## src/rtl/clock_time_counter_pkg.sv

```systemverilog
// rtl/clock_time_counter_pkg.sv - BCD limits and digit helpers shared by the time counter
package clock_pkg;

   localparam logic [7:0] SEC_MAX = 8'h59;
   localparam logic [7:0] MIN_MAX = 8'h59;

   typedef struct packed {
      logic [7:0] value;
      logic       wrap;
   } bcd_step_t;

   // Digits are advanced in place so the counter never holds a binary value.
   function automatic bcd_step_t bcd_inc(input logic [7:0] val, input logic [7:0] max);
      bcd_step_t r;
      r.wrap = 1'b0;
      if (val == max) begin
         r.value = 8'h00;
         r.wrap  = 1'b1;
      end else if (val[3:0] == 4'd9) begin
         r.value = {val[7:4] + 4'd1, 4'd0};
      end else begin
         r.value = {val[7:4], val[3:0] + 4'd1};
      end
      return r;
   endfunction

   function automatic logic bcd_valid(input logic [7:0] val, input logic [7:0] max);
      return (val[7:4] <= 4'd9) && (val[3:0] <= 4'd9) && (val <= max);
   endfunction

   function automatic logic [7:0] to_bcd(input int unsigned bin);
      return {4'(bin / 10), 4'(bin % 10)};
   endfunction

endpackage

```

## src/rtl/clock_time_counter_if.sv

```systemverilog
// rtl/clock_time_counter_if.sv - tick input, time-set and time/carry outputs of the counter
interface clock_time_counter_if;
   logic       tick_in;
   logic       run;
   logic       load;
   logic [7:0] load_hour;
   logic [7:0] load_min;
   logic [7:0] load_sec;
   logic [7:0] hour_bcd;
   logic [7:0] min_bcd;
   logic [7:0] sec_bcd;
   logic       tick_pulse;
   logic       min_carry;
   logic       day_carry;
   logic       load_err;

   modport master (
      output tick_in, run, load, load_hour, load_min, load_sec,
      input  hour_bcd, min_bcd, sec_bcd, tick_pulse, min_carry, day_carry, load_err
   );

   modport slave (
      input  tick_in, run, load, load_hour, load_min, load_sec,
      output hour_bcd, min_bcd, sec_bcd, tick_pulse, min_carry, day_carry, load_err
   );
endinterface

```

## src/rtl/clock_time_counter_tick_edge_sync.sv

```systemverilog
// rtl/clock_time_counter_tick_edge_sync.sv - tick_in synchroniser, rising-edge detect and pulse register
module tick_edge_sync #(
   parameter int SYNC_STAGES = 2
) (
   input  logic clk,
   input  logic rst,
   input  logic tick_in,
   output logic tick_pulse
);

   logic [SYNC_STAGES-1:0] sync_q;
   logic                   edge_q;

   // Chain resets high so a tick already high at reset release is not an edge.
   always_ff @(posedge clk) begin
      if (!rst) begin
         sync_q     <= '1;
         edge_q     <= 1'b1;
         tick_pulse <= 1'b0;
      end else begin
         sync_q     <= {sync_q[SYNC_STAGES-2:0], tick_in};
         edge_q     <= sync_q[SYNC_STAGES-1];
         tick_pulse <= sync_q[SYNC_STAGES-1] & ~edge_q;
      end
   end

endmodule

```

## src/rtl/clock_time_counter.sv

```systemverilog
// rtl/clock_time_counter.sv - BCD HH:MM:SS counter advanced by synchronised tick edges
module clock_time_counter
   import clock_pkg::*;
#(
   parameter int MAX_HOUR    = 23,
   parameter int SYNC_STAGES = 2
) (
   input logic                 clk,
   input logic                 rst,
   clock_time_counter_if.slave bus
);

   localparam logic [7:0] HOUR_MAX = to_bcd(MAX_HOUR);

   logic       tick_pulse;
   logic [7:0] hour_q, min_q, sec_q;
   logic       min_carry_q, day_carry_q, load_err_q;
   bcd_step_t  sec_step, min_step, hour_step;
   logic       load_ok;

   tick_edge_sync #(.SYNC_STAGES(SYNC_STAGES)) u_sync (
      .clk        (clk),
      .rst        (rst),
      .tick_in    (bus.tick_in),
      .tick_pulse (tick_pulse)
   );

   always_comb begin
      sec_step  = bcd_inc(sec_q, SEC_MAX);
      min_step  = bcd_inc(min_q, MIN_MAX);
      hour_step = bcd_inc(hour_q, HOUR_MAX);
      load_ok   = bcd_valid(bus.load_sec, SEC_MAX) && bcd_valid(bus.load_min, MIN_MAX)
                  && bcd_valid(bus.load_hour, HOUR_MAX);
   end

   // Load outranks a tick in the same cycle; that tick is simply dropped.
   always_ff @(posedge clk) begin
      if (!rst) begin
         hour_q      <= 8'h00;
         min_q       <= 8'h00;
         sec_q       <= 8'h00;
         min_carry_q <= 1'b0;
         day_carry_q <= 1'b0;
         load_err_q  <= 1'b0;
      end else begin
         min_carry_q <= 1'b0;
         day_carry_q <= 1'b0;
         load_err_q  <= 1'b0;
         if (bus.load) begin
            if (load_ok) begin
               hour_q <= bus.load_hour;
               min_q  <= bus.load_min;
               sec_q  <= bus.load_sec;
            end else begin
               load_err_q <= 1'b1;
            end
         end else if (tick_pulse && bus.run) begin
            sec_q <= sec_step.value;
            if (sec_step.wrap) begin
               min_q       <= min_step.value;
               min_carry_q <= 1'b1;
               if (min_step.wrap) begin
                  hour_q      <= hour_step.value;
                  day_carry_q <= hour_step.wrap;
               end
            end
         end
      end
   end

   assign bus.hour_bcd   = hour_q;
   assign bus.min_bcd    = min_q;
   assign bus.sec_bcd    = sec_q;
   assign bus.tick_pulse = tick_pulse;
   assign bus.min_carry  = min_carry_q;
   assign bus.day_carry  = day_carry_q;
   assign bus.load_err   = load_err_q;

endmodule

```

## src/flat_wrapper.sv

```systemverilog
// flat-port wrapper written by rule: the top's interface ports become plain ports
module clock_time_counter_flat import clock_pkg::*;
#(
   parameter int MAX_HOUR    = 23,
   parameter int SYNC_STAGES = 2
)
  (clk, rst, bus_tick_in, bus_run, bus_load, bus_load_hour, bus_load_min, bus_load_sec, bus_hour_bcd, bus_min_bcd, bus_sec_bcd, bus_tick_pulse, bus_min_carry, bus_day_carry, bus_load_err);
  clock_time_counter_if bus_i ();
  input logic clk;
  input logic rst;
  input wire logic [$bits(bus_i.tick_in)-1:0] bus_tick_in;
  input wire logic [$bits(bus_i.run)-1:0] bus_run;
  input wire logic [$bits(bus_i.load)-1:0] bus_load;
  input wire logic [$bits(bus_i.load_hour)-1:0] bus_load_hour;
  input wire logic [$bits(bus_i.load_min)-1:0] bus_load_min;
  input wire logic [$bits(bus_i.load_sec)-1:0] bus_load_sec;
  output wire logic [$bits(bus_i.hour_bcd)-1:0] bus_hour_bcd;
  output wire logic [$bits(bus_i.min_bcd)-1:0] bus_min_bcd;
  output wire logic [$bits(bus_i.sec_bcd)-1:0] bus_sec_bcd;
  output wire logic [$bits(bus_i.tick_pulse)-1:0] bus_tick_pulse;
  output wire logic [$bits(bus_i.min_carry)-1:0] bus_min_carry;
  output wire logic [$bits(bus_i.day_carry)-1:0] bus_day_carry;
  output wire logic [$bits(bus_i.load_err)-1:0] bus_load_err;
  assign bus_i.tick_in = bus_tick_in;
  assign bus_i.run = bus_run;
  assign bus_i.load = bus_load;
  assign bus_i.load_hour = bus_load_hour;
  assign bus_i.load_min = bus_load_min;
  assign bus_i.load_sec = bus_load_sec;
  assign bus_hour_bcd = bus_i.hour_bcd;
  assign bus_min_bcd = bus_i.min_bcd;
  assign bus_sec_bcd = bus_i.sec_bcd;
  assign bus_tick_pulse = bus_i.tick_pulse;
  assign bus_min_carry = bus_i.min_carry;
  assign bus_day_carry = bus_i.day_carry;
  assign bus_load_err = bus_i.load_err;
  clock_time_counter #(.MAX_HOUR(MAX_HOUR), .SYNC_STAGES(SYNC_STAGES)) u_core (.clk(clk), .rst(rst), .bus(bus_i));
endmodule
```

## config.mk

```make
export PLATFORM = sky130hd
export DESIGN_NAME = clock_time_counter_flat
export DESIGN_NICKNAME = d
export VERILOG_FILES = /design/src/rtl/clock_time_counter_pkg.sv /design/src/rtl/clock_time_counter_if.sv /design/src/rtl/clock_time_counter_tick_edge_sync.sv /design/src/rtl/clock_time_counter.sv /design/src/flat_wrapper.sv
export SDC_FILE = /design/constraint.sdc
export NUM_CORES = 1
export LEC_CHECK = 0
export BUFFER_PORTS_ARGS = -buffer_cell sky130_fd_sc_hd__buf_2
export CAP_MARGIN = 10
export CORE_MARGIN = 2
export CORE_UTILIZATION = 50
export CTS_CLUSTER_DIAMETER = 150
export DETAILED_ROUTE_END_ITERATION = 16
export PLACE_DENSITY = 0.78
export SKIP_CTS_REPAIR_TIMING = 1
export SLEW_MARGIN = 30
export SYNTH_ARGS = -nofsm -noshare
export SYNTH_HDL_FRONTEND = slang
export SYNTH_HIERARCHICAL = 1
export SYNTH_SLANG_ARGS = --single-unit
export TNS_END_PERCENT = 100
```

## constraint.sdc

```tcl
create_clock -name clk -period 6.1 [get_ports clk]
set_clock_uncertainty 0.05 [all_clocks]
set_input_delay 1.83 -clock clk [delete_from_list [all_inputs] [get_ports clk]]
set_output_delay 1.83 -clock clk [all_outputs]
set_load 0.005 [all_outputs]
```

==> out/metrics.cfg <==
[setup_path]
cpLargestDelayFamily = compound AO/OA/AOI/OAI gates
crit_type = in2reg
reg2reg_from = u_core/bus.hour_bcd[4]
slowest_stage = o31a_1
critPathLaunch = bus_load
path_cells = buf_2 -> inv_1 -> o31a_1 -> or2_1 -> a2111oi_1
worst_ep_arrival_time_ns = 4.16
crit_required_ns = 6.22
critPathMaxStageDelay_ns = 0.61
critPathMaxFanout = 46
endpoint_kind = register
cp_num_buf_inv = 2
start_kind = input pin

[floorplan]
coreArea_mm2 = 0.00366
initial_core_util = 0.523
die_h_um = 65.9
row_count = 22
die_area_mm2 = 0.00434
boundaryPins = 57
die_width_um = 65.9

[drt]
routed_wl_um = 4950
drtPass1Iterations = 4
vias_per_cell = 5.99
antenna_left = 0
drtIter0Drc = 153
wl_per_cell_um = 14.7
post-route-drc-count = 0
vias = 2018

[power_and_ir_drop]
p_leak_uw = 0.000920
finalPower_uw = 407
ir_drop_v = 0.0000898
power_density_mw_per_mm2 = 177

[synth]
async_flop_share = 0
synth_nets = 274
seq_area_frac_synth = 0.324
synth-main-ff-cell = dfxtp_1
synthTopCellsByArea = dfxtp_1, nand2_1, ha_1
ys_types = 52
synth_seq_cells = 31
yosys_warnings = 6
synth_top_cell_by_area = dfxtp_1
syn_inst = 237
ys_top_cells_by_count = dfxtp_1, nand2_1, a21oi_1
yosysMostFrequentCell = dfxtp_1
synth_top_area_share = 0.324
syn_area_mm2 = 0.00192
synth-edff-count = 0
syn_avg_cell_area_um2 = 8.08

[layout]
final_nets = 325
num_antenna_cells = 0
drive_above_1_share = 0.263
area_growth_pct = 19.9
utilization = 0.627

[cts]
cts_tree = done
clockBufferDepth = 2
clock_latency_ns = 0.29
clock_sinks = 31
path_clk_slew_ns = 0.07
clock-root-buffer = clkbuf_8
htreeDepth = 2
cts_inserted_buffers = 5

[timing]
hold_viol_final = 0
setup_viol_count_final = 0
min_period_ns = 4.04
max_freq_ghz = 0.248
slew_violations = 0
min_period_over_period = 0.662
finalSetupTns_ns = 0
relSlewSlack = 0.495
tightest_slew_ns = 0.757
rsz0062_at_grt = no

[grt]
antenna_found_initial = 0
gr-max-usage-layer = met2
grt_pass1_wl_um = 7970
grt-ovfl-total = 0
grt_max_degree = 47
grt_use_total = 0.237
use_met2 = 0.378
grtUsageMet3 = 0.0511
first_global_vias = 1760
use_met1 = 0.312

[hold_path]
hp-start = u_core/u_sync/sync_q[0]
hold_class = reg2reg

[placed_design]
gp_congestion = 0.806
dp_hpwl_um = 3460
port_buffers = 56

[job]
drv_cap = 0

[run_status]
status = finished clean

## registers in the layout (all words and copies together), names as in the netlist
signal,flops
u_core/u_sync/tick_pulse,1
u_core/bus.day_carry,1
u_core/u_sync/sync_q,2
u_core/bus.sec_bcd,8
u_core/bus.min_carry,1
u_core/bus.hour_bcd,8
u_core/u_sync/edge_q,1
u_core/bus.load_err,1
u_core/bus.min_bcd,8
## logic make-up after synthesis
| group | after synthesis | share of synthesized area |
|---|---|---|
| muxes | 3 | 0.0163 |
| DFF | 31 | 0.324 |
| xor gates and xnor gates | 1 | 0.00457 |
| AOI/OAI and AO/OA | 77 | 0.289 |
| adders and majority gates | 8 | 0.0523 |
| buffers and inverters | 22 | 0.0444 |
| and+or+nand+nor | 95 | 0.270 |
## stage by stage
stage          cell area, um2  setup slack, ns  hold WS [ns]  std cells
2_1_floorplan            1920             2.84         0.336        237
3_3_place_gp             2210             1.87         0.343        329
3_5_place_dp             2210             1.83         0.344        329
4_1_cts                  2300             2.11         0.360        337
5_1_grt                  2300             1.89         0.396        337
6_report                 2300             2.06         0.358        337
## routing by layer
metal  vias up  share of wire
met2        75           0.44
met5         -              0
met3         8          0.069
met1       925           0.48
li1       1010              -
met4         0          0.015
## cells in the final DEF (no fill, tap or decap), drive strengths merged, types with 6 or more instances in the layout
cell type  count
buf           56
dfxtp         31
nand2         28
a21oi         15
nor2          14
o21ai         14
nand3         11
inv           10
nand2b         8
ha             8
o211ai         7
o221a          6
## worst paths after layout
| kind | cells after the start | slack (ns) | endpoint |
|---|---|---|---|
| worst max register to register | 7 | 3.95 | u_core/bus.hour_bcd[7] |
| worst min-delay path | 1 | 0.36 | u_core/u_sync/sync_q[1] |
| worst max-delay path | 5 | 2.06 | u_core/bus.sec_bcd[7] |
| worst min register to register | 1 | 0.36 | u_core/u_sync/sync_q[1] |
## final cells by class
type                    instances  area [um2]
clock buffers                   5        68.8
clock inverters                 3        20.0
fillers                       342        1360
inverters                      10        37.5
multi-input cells             184        1210
flip-flops and latches         31         621
well taps                      48        60.1
repair buffers                 56         280
## report_power, final
part	switching, uW	internal (uW)	total [uW]	leakage [uW]
Clock	83.3	79.3	163	0.0000402
Combinational	24.2	15.6	39.7	0.000630
Sequential	0.978	204	205	0.000251
Total	108	299	407	0.000920
(Power assumes the default switching activity.)
